[src/rtl/bitwise_unit_arbiter_pkg.sv]
// Shared types for the two-port bitwise unit arbiter.
// Opcode encodings and requester-id width.
package bitwise_pkg;

  localparam int OP_W = 2;
  localparam int ID_W = 1;

  typedef logic [OP_W-1:0] op_t;
  typedef logic [ID_W-1:0] req_id_t;

  localparam op_t OP_AND  = 2'd0;
  localparam op_t OP_NAND = 2'd1;
  localparam op_t OP_OR   = 2'd2;
  localparam op_t OP_NOR  = 2'd3;

endpackage

[src/rtl/bitwise_unit_arbiter_if.sv]
// Request/response handshake bundle between the two front-ends,
// the arbiter and the writeback path.
interface bitwise_unit_arbiter_if #(
  parameter int nbits = 4
);
  import bitwise_pkg::*;

  logic             req0_val;
  logic             req0_rdy;
  op_t              req0_op;
  logic [nbits-1:0] req0_in0;
  logic [nbits-1:0] req0_in1;

  logic             req1_val;
  logic             req1_rdy;
  op_t              req1_op;
  logic [nbits-1:0] req1_in0;
  logic [nbits-1:0] req1_in1;

  logic             resp_val;
  logic             resp_rdy;
  req_id_t          resp_id;
  logic [nbits-1:0] resp_data;

  modport master (
    output req0_val, req0_op, req0_in0, req0_in1,
    output req1_val, req1_op, req1_in0, req1_in1,
    output resp_rdy,
    input  req0_rdy, req1_rdy,
    input  resp_val, resp_id, resp_data
  );

  modport slave (
    input  req0_val, req0_op, req0_in0, req0_in1,
    input  req1_val, req1_op, req1_in0, req1_in1,
    input  resp_rdy,
    output req0_rdy, req1_rdy,
    output resp_val, resp_id, resp_data
  );

endinterface

[src/rtl/bitwise_unit_arbiter_alu.sv]
// Combinational AND/NAND/OR/NOR unit selected by opcode.
module bitwise_alu
  import bitwise_pkg::*;
#(
  parameter int nbits = 4
) (
  input  op_t              op,
  input  logic [nbits-1:0] in0,
  input  logic [nbits-1:0] in1,
  output logic [nbits-1:0] out
);

  logic [nbits-1:0] f_and;
  logic [nbits-1:0] f_or;

  assign f_and = in0 & in1;
  assign f_or  = in0 | in1;

  always_comb begin
    out = f_and;
    unique case (op)
      OP_AND:  out = f_and;
      OP_NAND: out = ~f_and;
      OP_OR:   out = f_or;
      OP_NOR:  out = ~f_or;
      default: out = f_and;
    endcase
  end

endmodule

[src/rtl/bitwise_unit_arbiter.sv]
// Round-robin share of one bitwise unit between two requesters,
// with a single registered response slot.
module bitwise_unit_arbiter
  import bitwise_pkg::*;
#(
  parameter int nbits = 4
) (
  input logic                  clk,
  input logic                  reset,
  bitwise_unit_arbiter_if.slave bus
);

  logic             prio;
  logic             rv;
  req_id_t          rid;
  logic [nbits-1:0] rd;

  logic             any_val;
  logic             can_acc;
  logic             fire;
  req_id_t          gnt;
  op_t              op;
  logic [nbits-1:0] a;
  logic [nbits-1:0] b;
  logic [nbits-1:0] alu_out;

  assign any_val = bus.req0_val | bus.req1_val;
  assign gnt = (bus.req0_val && bus.req1_val) ? prio : bus.req1_val;
  // slot frees up when empty or being drained this cycle
  assign can_acc = !rv || bus.resp_rdy;
  assign fire = can_acc && any_val;

  assign bus.req0_rdy = fire && (gnt == 1'b0);
  assign bus.req1_rdy = fire && (gnt == 1'b1);

  assign bus.resp_val  = rv;
  assign bus.resp_id   = rid;
  assign bus.resp_data = rd;

  always_comb begin
    op = bus.req0_op;
    a  = bus.req0_in0;
    b  = bus.req0_in1;
    if (gnt == 1'b1) begin
      op = bus.req1_op;
      a  = bus.req1_in0;
      b  = bus.req1_in1;
    end
  end

  bitwise_alu #(.nbits(nbits)) alu (
    .op  (op),
    .in0 (a),
    .in1 (b),
    .out (alu_out)
  );

  always_ff @(posedge clk or posedge reset) begin
    if (reset) begin
      rv   <= 1'b0;
      rid  <= '0;
      rd   <= '0;
      prio <= 1'b0;
    end else if (fire) begin
      rv   <= 1'b1;
      rid  <= gnt;
      rd   <= alu_out;
      prio <= ~gnt;
    end else if (bus.resp_rdy) begin
      rv   <= 1'b0;
    end
  end

endmodule

[src/flat_wrapper.sv]
// flat-port wrapper written by rule: the top's interface ports become plain ports
module bitwise_unit_arbiter_flat import bitwise_pkg::*;
#(
  parameter int nbits = 4
)
  (clk, reset, bus_req0_val, bus_req0_op, bus_req0_in0, bus_req0_in1, bus_req1_val, bus_req1_op, bus_req1_in0, bus_req1_in1, bus_resp_rdy, bus_req0_rdy, bus_req1_rdy, bus_resp_val, bus_resp_id, bus_resp_data);
  bitwise_unit_arbiter_if #(.nbits(nbits)) bus_i ();
  input logic clk;
  input logic reset;
  input wire logic [$bits(bus_i.req0_val)-1:0] bus_req0_val;
  input wire logic [$bits(bus_i.req0_op)-1:0] bus_req0_op;
  input wire logic [$bits(bus_i.req0_in0)-1:0] bus_req0_in0;
  input wire logic [$bits(bus_i.req0_in1)-1:0] bus_req0_in1;
  input wire logic [$bits(bus_i.req1_val)-1:0] bus_req1_val;
  input wire logic [$bits(bus_i.req1_op)-1:0] bus_req1_op;
  input wire logic [$bits(bus_i.req1_in0)-1:0] bus_req1_in0;
  input wire logic [$bits(bus_i.req1_in1)-1:0] bus_req1_in1;
  input wire logic [$bits(bus_i.resp_rdy)-1:0] bus_resp_rdy;
  output wire logic [$bits(bus_i.req0_rdy)-1:0] bus_req0_rdy;
  output wire logic [$bits(bus_i.req1_rdy)-1:0] bus_req1_rdy;
  output wire logic [$bits(bus_i.resp_val)-1:0] bus_resp_val;
  output wire logic [$bits(bus_i.resp_id)-1:0] bus_resp_id;
  output wire logic [$bits(bus_i.resp_data)-1:0] bus_resp_data;
  assign bus_i.req0_val = bus_req0_val;
  assign bus_i.req0_op = bus_req0_op;
  assign bus_i.req0_in0 = bus_req0_in0;
  assign bus_i.req0_in1 = bus_req0_in1;
  assign bus_i.req1_val = bus_req1_val;
  assign bus_i.req1_op = bus_req1_op;
  assign bus_i.req1_in0 = bus_req1_in0;
  assign bus_i.req1_in1 = bus_req1_in1;
  assign bus_i.resp_rdy = bus_resp_rdy;
  assign bus_req0_rdy = bus_i.req0_rdy;
  assign bus_req1_rdy = bus_i.req1_rdy;
  assign bus_resp_val = bus_i.resp_val;
  assign bus_resp_id = bus_i.resp_id;
  assign bus_resp_data = bus_i.resp_data;
  bitwise_unit_arbiter #(.nbits(nbits)) u_core (.clk(clk), .reset(reset), .bus(bus_i));
endmodule
[config.mk]
export PLATFORM = sky130hd
export DESIGN_NAME = bitwise_unit_arbiter_flat
export DESIGN_NICKNAME = d
export VERILOG_FILES = /design/src/rtl/bitwise_unit_arbiter_pkg.sv /design/src/rtl/bitwise_unit_arbiter_if.sv /design/src/rtl/bitwise_unit_arbiter_alu.sv /design/src/rtl/bitwise_unit_arbiter.sv /design/src/flat_wrapper.sv
export SDC_FILE = /design/constraint.sdc
export NUM_CORES = 1
export LEC_CHECK = 0
export BUFFER_PORTS_ARGS = -buffer_cell sky130_fd_sc_hd__buf_2
export CAP_MARGIN = 20
export CORE_AREA = 2 2 39 41
export CTS_BUF_LIST = sky130_fd_sc_hd__clkbuf_4 sky130_fd_sc_hd__clkbuf_8
export DETAILED_ROUTE_END_ITERATION = 7
export DIE_AREA = 0 0 41 43
export PLACE_DENSITY = 0.7
export SLEW_MARGIN = 20
export SYNTH_ARGS = -nofsm -noshare
export SYNTH_HDL_FRONTEND = slang
export SYNTH_SLANG_ARGS = --single-unit
[constraint.sdc]
create_clock -name clk -period 4.3 [get_ports clk]
set_clock_uncertainty 0.05 [all_clocks]
set_input_delay 0.215 -clock clk [delete_from_list [all_inputs] [get_ports clk]]
set_output_delay 0.215 -clock clk [all_outputs]
set_load 0.005 [all_outputs]
==> flow_metrics.py <==
metrics = {
    "placement": {
        "place_ws_ns": 2.747,
        "gp_congestion": 0.6570,
        "placedCellCount": 94,
        "port_buffers": 32,
        "hpwlAfterDp_um": 786.5,
    },
    "drt": {
        "viasPerCell": 4.556,
        "ant_nets": 0,
        "vias": 451,
        "wl_per_cell_um": 9.192,
        "drc_errors": 0,
        "finalWirelength_um": 910,
        "drt_first_pass_iters": 4,
        "drtIter0Drc": 2,
    },
    "clock_tree": {
        "clock_path_buffers": 2,
        "numClockSinks": 7,
        "clock_latency_ns": 0.24,
        "cts_tree": "done",
        "cts_max_level": 1,
        "cts_setup_buffers": 0,
        "cts_resized": 0,
        "tritoncts.num_buffers": 3,
        "cts.clk_slew.worst_paths_ns": 0.05,
        "ctsRootBufferMaster": "clkbuf_4",
    },
    "worst_setup_path": {
        "critPathRequiredTime_ns": 4.03,
        "rr_startpoint": "u_core.prio$_DFFE_PP0P_",
        "ff2ff_path_depth": 4,
        "end_kind": "primary output",
        "reg2reg_slack_ns": 2.76,
        "cp_max_fo": 9,
        "path_class": "flip-flop to primary output",
        "r2r-end": "u_core.bus.resp_data[1]$_DFFE_PP0P_",
        "critPathLaunchType": "flip-flop",
        "crit_arrival_ns": 1.50,
    },
    "sta": {
        "fmax_mhz": 565.6,
        "fin_crit_sh": 0.4112,
        "min_period_ns": 1.768,
        "setup_viol": 0,
        "timing.final.ws_setup_ns": 2.532,
        "slew_violations": 0,
        "final-hold-violation-count": 0,
        "rsz0062_at_grt": "false",
        "worstMarginPinSlew_ns": 0.4857,
        "setup_tns_ns": 0,
        "slew_headroom": 0.6750,
    },
    "hold_path": {
        "worstHoldStart": "bus_req0_val",
        "min_delay_path_depth": 3,
        "hold_path_end": "u_core.bus.resp_val$_DFFE_PP0P_",
        "hp-class": "primary input to flip-flop",
    },
    "grt": {
        "grt_max_degree": 10,
        "grt_antenna_before_repair": 0,
        "grt_usage": 0.1174,
        "grt_first_pass_wirelength_mm": 1.414,
        "gr-total-overflow": 0,
        "grt_pass1_vias": 380,
    },
    "logic_synthesis": {
        "synth_top_area_share": 0.3743,
        "syn_avg_cell_area_sq_um": 10.17,
        "syn_area_sq_um": 467.9,
        "synth_top_flop_cell": "dfrtp_1",
        "async_flop_share": 1.000,
        "yosysMostFrequentCell": "maj3_1",
        "yosys_warnings": 0,
        "synth_common_cells": "8 x maj3_1, 7 x dfrtp_1, 7 x nor2_1",
        "synth-seq-cells": 7,
        "yosysTopAreaCell": "dfrtp_1",
        "seq_area_frac_synth": 0.3743,
        "ys_top_cells_by_area": "dfrtp_1 37%, maj3_1 17%, mux2i_1 8.6%, xnor2_1 7.5%, nor2_1 5.6%",
        "synth_edf_count": 0,
        "synthCells": 46,
        "syn_nets": 71,
        "ys_types": 16,
    },
    "power": {
        "swShare": 0.2796,
        "p_per_area_nw_per_um2": 321.9,
        "max-vdd-ir-drop_mv": 0.08804,
        "combPwrFrac": 0.318,
        "p_switching_mw": 0.06194,
        "sequentialPowerShare": 0.391,
        "p_leak_nw": 0.3296,
        "pwr-share-clk": 0.290,
        "p_int_mw": 0.1596,
    },
    "status": {
        "outcome": "finished clean",
    },
    "floorplanning": {
        "die_y_um": 43,
        "start_util": 0.3382,
        "coreArea_sq_um": 1384,
        "num_io_pins": 33,
        "die_w_um": 41,
        "die_area_sq_um": 1763,
        "rows": 14,
    },
    "cells_and_area": {
        "drive_above_1_share": 0.4819,
        "area_delta_synth_final_pct": 47.06,
        "post-route-util": 0.4973,
        "final_nets": 109,
        "diodes": 0,
        "stdcell_count": 99,
    },
    "job": {
        "maxCapViolations": 0,
    },
}
==> state kept, by name (all words and copies together) (netlist names) <==
signal                count
u_core.prio               1
u_core.bus.resp_data      4
u_core.bus.resp_id        1
u_core.bus.resp_val       1
==> layer usage <==
| layer | up-vias | share of wire | routed length, um | track usage |
|---|---|---|---|---|
| li1 | 235 | - | - | - |
| met1 | 185 | 0.39 | 358 | 0.1485 |
| met2 | 31 | 0.47 | 428 | 0.1750 |
| met3 | 0 | 0.14 | 123 | 0.03141 |
| met4 | 0 | 0 | 0 | 0.06000 |
| met5 | - | 0 | 0 | 0 |
==> cells in the final DEF (no fill, tap or decap), drive strengths merged <==
master and n:
a21oi 5, a31oi 1, and2 1, buf 32, clkbuf 4, dfrtp 7
dlygate4sd3 1, inv 2, maj3 8, mux2i 5, nand2 1, nand2b 1
nor2 7, nor2b 1, o21ai 3, xnor2 4
==> power groups by stage <==
| stage | sequential [mW] | clock (mW) | combinational, mW |
|---|---|---|---|
| 3_3_place_gp | 0.0877 | 0 | 0.0702 |
| 3_5_place_dp | 0.0882 | 0 | 0.0710 |
| 5_1_grt | 0.0882 | 0.0703 | 0.0811 |
| 6_report | 0.0867 | 0.0643 | 0.0705 |
| 4_1_cts | 0.0869 | 0.0681 | 0.0721 |
| 2_1_floorplan | 0.0887 | 0 | 0.0398 |
==> per-stage QoR <==
step	instance area (sq um)	power [mW]	hold slack, ns
CTS	688.2	0.2270	0.1642
floorplan	467.9	0.1285	-0.03160
detailed placement	648.1	0.1591	0.1066
global route	688.2	0.2396	0.1775
finish	688.2	0.2215	0.1757
global placement	648.1	0.1579	0.1048
==> kinds of logic after synthesis <==
kind of cell / after synthesis / synth area share
AOI/OAI and AO/OA: 9 / 0.1230
DFF: 7 / 0.3743
adders and majority gates: 8 / 0.1711
buffers and inverters: 2 / 0.01603
xor gates and xnor gates: 4 / 0.07486
and+or+nand+nor: 11 / 0.1070
muxes: 5 / 0.1337
==> how the worst max path moves through the flow <==
stage | from | end | slack, ns | depth (start not counted)
finish | u_core.bus.resp_val$_DFFE_PP0P_ | bus_req0_rdy | 2.53 | 4
global route | u_core.bus.resp_val$_DFFE_PP0P_ | bus_req0_rdy | 2.38 | 4
CTS | u_core.bus.resp_val$_DFFE_PP0P_ | bus_req0_rdy | 2.51 | 4
detailed placement | u_core.prio$_DFFE_PP0P_ | u_core.bus.resp_data[1]$_DFFE_PP0P_ | 2.75 | 4
global placement | u_core.prio$_DFFE_PP0P_ | u_core.bus.resp_data[2]$_DFFE_PP0P_ | 2.78 | 4
floorplan | u_core.prio$_DFFE_PP0P_ | u_core.bus.resp_data[0]$_DFFE_PP0P_ | 2.86 | 4
==> critical path, cell delays in order (launching register included) <==
cell,delay [ns]
dfrtp_1,0.38
nor2b_1,0.16
nor2_1,0.39
and2_2,0.23
buf_2,0.10
==> cell type report <==
cell class / instances / area, sq um
fillers: 150 / 695.7
multi-input cells: 37 / 285.3
flip-flops and latches: 7 / 175.2
repair buffers: 33 / 170.2
clock buffers: 4 / 30.03
well taps: 16 / 20.02
inverters: 2 / 7.507
==> timing repair <==
action,4_1_cts,5_1_grt
endpoints found under the hold margin,7,0
setup endpoints to repair,0,0
hold buffers,1,0
No activity file was read; power rests on OpenSTA's default activity.
